## src/rtl/hilo_mdu_ctrl_pkg.sv

```systemverilog
// ---------------------------------------------------------------------------
// hilo_mdu_ctrl_pkg : MDU op/state encodings and operand helper   (rev 1.0)
// ---------------------------------------------------------------------------
`default_nettype none

package hilo_mdu_ctrl_pkg;

   localparam int DATALENGTH = 32;

   typedef enum logic [2:0] {
      MDU_MULT  = 3'd0,
      MDU_MULTU = 3'd1,
      MDU_DIV   = 3'd2,
      MDU_DIVU  = 3'd3,
      MDU_MTHI  = 3'd4,
      MDU_MTLO  = 3'd5
   } mdu_op_e;

   typedef enum logic [1:0] {
      ST_IDLE = 2'd0,
      ST_MUL  = 2'd1,
      ST_DIV  = 2'd2
   } mdu_state_e;

   // Magnitude of a two's-complement value; 0x80000000 maps to itself, which is
   // the correct unsigned magnitude.
   function automatic logic [DATALENGTH-1:0] mag(input logic [DATALENGTH-1:0] v,
                                                  input logic                  is_signed);
      return (is_signed && v[DATALENGTH-1]) ? -v : v;
   endfunction

endpackage

`default_nettype wire

```

## src/rtl/hilo_mdu_ctrl_div_iter.sv

```systemverilog
// ---------------------------------------------------------------------------
// div_iter : restoring radix-2 unsigned divider, one quotient bit per cycle (rev 1.0)
// ---------------------------------------------------------------------------
`default_nettype none

module div_iter
   import hilo_mdu_ctrl_pkg::*;
#(
   parameter int DIV_CYCLES = 32
) (
   input  logic                  clock,
   input  logic                  resetn,
   input  logic                  start,
   input  logic [DATALENGTH-1:0] dividend,
   input  logic [DATALENGTH-1:0] divisor,
   output logic [DATALENGTH-1:0] quotient,
   output logic [DATALENGTH-1:0] remainder,
   output logic                  done
);

   localparam int CW = $clog2(DIV_CYCLES);

   logic                  busy_q;
   logic [CW-1:0]         cnt_q;
   logic [DATALENGTH-1:0] rem_q;
   logic [DATALENGTH-1:0] quo_q;
   logic [DATALENGTH-1:0] div_q;

   logic [DATALENGTH:0]   partial;
   logic                  ge;
   logic [DATALENGTH-1:0] diff;

   // Outputs carry the result of the step being taken this cycle, so the final
   // quotient/remainder are usable on the same edge that retires the last step.
   assign partial   = {rem_q, quo_q[DATALENGTH-1]};
   assign ge        = partial >= {1'b0, div_q};
   assign diff      = partial[DATALENGTH-1:0] - div_q;
   assign remainder = ge ? diff : partial[DATALENGTH-1:0];
   assign quotient  = {quo_q[DATALENGTH-2:0], ge};
   assign done      = busy_q && (cnt_q == CW'(DIV_CYCLES - 1));

   always_ff @(posedge clock or negedge resetn) begin
      if (!resetn) begin
         busy_q <= 1'b0;
         cnt_q  <= '0;
         rem_q  <= '0;
         quo_q  <= '0;
         div_q  <= '0;
      end else if (start) begin
         busy_q <= 1'b1;
         cnt_q  <= '0;
         rem_q  <= '0;
         quo_q  <= dividend;
         div_q  <= divisor;
      end else if (busy_q) begin
         rem_q <= remainder;
         quo_q <= quotient;
         cnt_q <= cnt_q + CW'(1);
         if (done) begin
            busy_q <= 1'b0;
         end
      end
   end

endmodule

`default_nettype wire

```

## src/rtl/hilo_mdu_ctrl.sv

```systemverilog
// ---------------------------------------------------------------------------
// hilo_mdu_ctrl : HI/LO owner sequencing MULT/MULTU/DIV/DIVU/MTHI/MTLO (rev 1.0)
// ---------------------------------------------------------------------------
`default_nettype none

module hilo_mdu_ctrl
   import hilo_mdu_ctrl_pkg::*;
#(
   parameter int DIV_CYCLES = 32
) (
   input  logic                  clock,
   input  logic                  resetn,
   input  logic                  StartE,
   input  logic [2:0]            OpE,
   input  logic [DATALENGTH-1:0] SrcAE,
   input  logic [DATALENGTH-1:0] SrcBE,
   input  logic                  FlushE,
   input  logic                  HiloReadE,
   input  logic                  HiloSelE,
   output logic [DATALENGTH-1:0] HilodataE,
   output logic                  MduStall,
   output logic                  MduBusy
);

   mdu_state_e            state_q;
   logic [DATALENGTH-1:0] hi_q;
   logic [DATALENGTH-1:0] lo_q;
   logic [DATALENGTH-1:0] a_q;
   logic [DATALENGTH-1:0] b_q;
   logic                  signed_q;
   logic                  sign_a_q;
   logic                  neg_q;
   logic                  divzero_q;

   logic                  accept;
   logic                  op_signed;
   logic                  div_start;
   logic signed [DATALENGTH:0] mul_a;
   logic signed [DATALENGTH:0] mul_b;
   logic [2*DATALENGTH-1:0]    prod;
   logic                  div_done;
   logic [DATALENGTH-1:0] div_quo;
   logic [DATALENGTH-1:0] div_rem;
   logic [DATALENGTH-1:0] hi_d;
   logic [DATALENGTH-1:0] lo_d;

   assign MduBusy   = (state_q != ST_IDLE);
   assign MduStall  = MduBusy & (HiloReadE | StartE);
   assign HilodataE = HiloSelE ? hi_q : lo_q;

   assign accept    = StartE & ~FlushE & ~MduBusy;
   assign op_signed = (OpE == MDU_MULT) || (OpE == MDU_DIV);
   assign div_start = accept && ((OpE == MDU_DIV) || (OpE == MDU_DIVU));

   // 33-bit operands let one signed multiplier serve both MULT and MULTU.
   assign mul_a = {signed_q & a_q[DATALENGTH-1], a_q};
   assign mul_b = {signed_q & b_q[DATALENGTH-1], b_q};
   assign prod  = 64'(mul_a) * 64'(mul_b);

   div_iter #(
      .DIV_CYCLES (DIV_CYCLES)
   ) u_div_iter (
      .clock     (clock),
      .resetn    (resetn),
      .start     (div_start),
      .dividend  (mag(SrcAE, op_signed)),
      .divisor   (mag(SrcBE, op_signed)),
      .quotient  (div_quo),
      .remainder (div_rem),
      .done      (div_done)
   );

   always_comb begin
      hi_d = prod[2*DATALENGTH-1:DATALENGTH];
      lo_d = prod[DATALENGTH-1:0];
      if (state_q == ST_DIV) begin
         if (divzero_q) begin
            hi_d = a_q;
            lo_d = '1;
         end else begin
            hi_d = sign_a_q ? -div_rem : div_rem;
            lo_d = neg_q    ? -div_quo : div_quo;
         end
      end
   end

   always_ff @(posedge clock or negedge resetn) begin
      if (!resetn) begin
         state_q   <= ST_IDLE;
         hi_q      <= '0;
         lo_q      <= '0;
         a_q       <= '0;
         b_q       <= '0;
         signed_q  <= 1'b0;
         sign_a_q  <= 1'b0;
         neg_q     <= 1'b0;
         divzero_q <= 1'b0;
      end else begin
         case (state_q)
            ST_IDLE: begin
               if (accept) begin
                  case (OpE)
                     MDU_MULT, MDU_MULTU: begin
                        a_q      <= SrcAE;
                        b_q      <= SrcBE;
                        signed_q <= op_signed;
                        state_q  <= ST_MUL;
                     end
                     MDU_DIV, MDU_DIVU: begin
                        a_q       <= SrcAE;
                        sign_a_q  <= op_signed & SrcAE[DATALENGTH-1];
                        neg_q     <= op_signed & (SrcAE[DATALENGTH-1] ^ SrcBE[DATALENGTH-1]);
                        divzero_q <= (SrcBE == '0);
                        state_q   <= ST_DIV;
                     end
                     MDU_MTHI: hi_q <= SrcAE;
                     MDU_MTLO: lo_q <= SrcAE;
                     default: ;
                  endcase
               end
            end
            ST_MUL: begin
               hi_q    <= hi_d;
               lo_q    <= lo_d;
               state_q <= ST_IDLE;
            end
            ST_DIV: begin
               if (div_done) begin
                  hi_q    <= hi_d;
                  lo_q    <= lo_d;
                  state_q <= ST_IDLE;
               end
            end
            default: state_q <= ST_IDLE;
         endcase
      end
   end

endmodule

`default_nettype wire

```

## config.mk

```make
export PLATFORM = sky130hd
export DESIGN_NAME = hilo_mdu_ctrl
export DESIGN_NICKNAME = d
export VERILOG_FILES = /design/src/rtl/hilo_mdu_ctrl_pkg.sv /design/src/rtl/hilo_mdu_ctrl_div_iter.sv /design/src/rtl/hilo_mdu_ctrl.sv
export SDC_FILE = /design/constraint.sdc
export NUM_CORES = 2
export LEC_CHECK = 0
export BUFFER_PORTS_ARGS = -buffer_cell sky130_fd_sc_hd__buf_2
export CORE_ASPECT_RATIO = 0.75
export CORE_UTILIZATION = 45
export DETAILED_ROUTE_END_ITERATION = 8
export HOLD_SLACK_MARGIN = 0.06
export SKIP_LAST_GASP = 1
export SLEW_MARGIN = 20
export SYNTH_ARGS = -nofsm -noshare
export SYNTH_HDL_FRONTEND = slang
export SYNTH_HIERARCHICAL = 1
export SYNTH_SLANG_ARGS = --single-unit
```

## constraint.sdc

```tcl
create_clock -name clock -period 9.45 [get_ports clock]
set_clock_uncertainty 0.1 [all_clocks]
set_input_delay 0 -clock clock [delete_from_list [all_inputs] [get_ports clock]]
set_output_delay 0 -clock clock [all_outputs]
set_load 0.01 [all_outputs]
```

==> out/qor.csv <==
metric;value;unit
max_slew_margin;20.64;%
wl_per_cell;22.05;um
cp_slowest_cell;dfrtp_1;
final_cell_mix;1,187 x inv_1, 1,126 x fa_1, 967 x nand2_1, 359 x and2_1, 250 x ha_1;
grt_max_degree;73;
synth_edf_count;0;
final_common_cell;inv_1;
ant_nets;0;
ys_seq_area_share;10.83;%
fp-row-count;110;
crit_path_start;b_q[17];
num-nets-final;7489;
grt_use_total;28.30;%
setup_viol;0;
required;9860;ps
vias_per_cell;5.532;
htree_num_levels;1;
cp.arrival;9400;ps
clockBufferDepth;3;
critical_path.startpoint_type;flop;
r2r-start;b_q[17];
vias;42500;
drc;0;
reg2reg_slack;460;ps
avgSynthCellArea;8.899;um2
port_buffers;106;
reg2reg_depth;25;
dieHeight;303.5;um
crit_fanout;23;
ys_top_cells_by_area;fa_1 41%, dfrtp_1 11%, inv_1 8.2%;
setup-tns-final;0;ps
yosysTopAreaCell;fa_1;
placed_cells;7561;
area_growth;6.530;%
grt_pass1_wl;265000;um
cts-root-buf;clkbuf_16;
final_cells;7682;
r2r_end;hi_q[22];
hold-path-endpoint;state_q[1];
crit_type;flop to flop;
drt_iter0_markers;4145;
drive_gt1_share;7.197;%
cp-end-kind;flop;
cts_tree;done;
num_antenna_cells;0;
overflow;0;
tightest_slew;1190;ps
crit_top_cell;fa_1;
routed_wl;169400;um
ys_ff_latch;236;
die_area;122600;um2
placedInstanceArea;56380;um2
cts_setup_buffers;0;
rsz0062_at_grt;false;
synth_cells;6128;
timing.fmax;0.1113;GHz
period_share;95.11;%
die_w;404.0;um
hold_path_depth;5;
synth_cell_types;90;
synth_top_area_share;41.34;%
drt_pass1_iterations;6;
stdcell_area;58090;um2
start_util;45.39;%
outcome;complete, no violations;
grt_antenna_before_repair;2;
grt_pass1_vias;42970;
ys_async_sr_fraction;100.0;%
cts_buffers;26;
drv_slew;0;
gp_congestion;0.9384;
syn_nets;7579;
hold_class;primary input to flop;
coreArea;120200;um2
clock-sinks;236;
ys.flop_type;dfrtp_1;
clock_latency;590;ps
hold_viol;0;
slowest_delay;1110;ps
yosysWarningCount;6;
post-dp-hpwl;138300;um
num-fill-cells;11500;
path_clk_slew;70;ps
final.min_clock_period;8988;ps
min_from;StartE;
cap_violations;0;
synthesis.area;54530;um2
ioPinCount;107;
how the worst max path moves through the flow:
stage / cells past startpoint / to / slack [ps]
floorplan: 30 / hi_q[29] / 1310
global placement: 25 / hi_q[19] / 630
detailed placement: 25 / hi_q[19] / 540
CTS: 27 / hi_q[19] / 470
global route: 26 / hi_q[19] / 170
finish: 25 / hi_q[22] / 460
per-stage QoR:
stage / hold slack, ps / setup slack [ps] / util (%)
CTS: 63.59 / 472.8 / 48.34
finish: 97.24 / 461.9 / 48.35
global route: 127.1 / 168.0 / 48.35
floorplan: -395.6 / 1308 / -
global placement: 40.36 / 629.0 / 46.92
detailed placement: 32.82 / 536.5 / 46.92
area by class of cell:
class / instances / area (um2) / area share, %
Clock buffer: 32 / 714.4 / 1.230
Multi-Input combinational cell: 4274 / 42420 / 73.02
Timing Repair Buffer: 310 / 2297 / 3.954
Tap cell: 1624 / 2032 / 3.498
Clock inverter: 16 / 246.5 / 0.4243
Sequential cell: 236 / 5912 / 10.18
Inverter: 1190 / 4472 / 7.698
metal layers:
layer	up-vias	GRT usage (%)	part of all wire (%)
met5	-	0	0
met4	0	6.340	2.6
met3	218	3.616	8.4
met2	1832	42.15	43
met1	21930	43.81	46
li1	18510	-	-
critical path, delay by kind of cell, from the launching register on:
family	cells	cell delay, ps
adder cells (fa/ha/maj)	9	4280
AO/OA/AOI/OAI	5	1450
flip-flops	1	1110
AND/OR/NAND/NOR	5	960
buffers and inverters	5	520
XOR/XNOR	1	450
synth_stat cells (43+ instances only):
cell	n
xor2_1	102
ha_1	252
fa_1	1126
mux2_2	102
dfrtp_1	236
clkbuf_1	369
and2_1	359
nand3_1	51
nand2_1	967
o21ai_0	231
xnor2_1	122
inv_1	1188
mux2i_1	43
a21o_1	69
a21oi_1	155
nor2_1	175
registers in the layout (all words and copies together), names as in the netlist, 2 cells and up:
| signal | count |
|---|---|
| u_div_iter/div_q | 32 |
| a_q | 32 |
| b_q | 32 |
| u_div_iter/cnt_q | 5 |
| u_div_iter/quo_q | 32 |
| u_div_iter/rem_q | 32 |
| lo_q | 32 |
| hi_q | 32 |
| state_q | 2 |
cell families (layout without fill, tap and decap cells):
group | after synthesis | in the layout | share of synthesized area, %
and+or+nand+nor | 1771 | 1771 | 15.09
buffers and inverters | 1618 | 1548 | 11.47
adders and majority gates | 1378 | 1378 | 47.12
AOI/OAI and AO/OA | 755 | 755 | 8.978
DFF | 236 | 236 | 10.83
xor gates and xnor gates | 224 | 224 | 3.598
muxes | 146 | 146 | 2.923
repair_timing:
| item | CTS | global route |
|---|---|---|
| resized for setup | 0 | 2 |
| setup endpoints to repair | 0 | 1 |
| endpoints found under the hold margin | 296 | 0 |
| hold buffers | 73 | 0 |
Power is not shown: default switching activity piles up to over one toggle a cycle in this logic, so the estimate is an artifact.
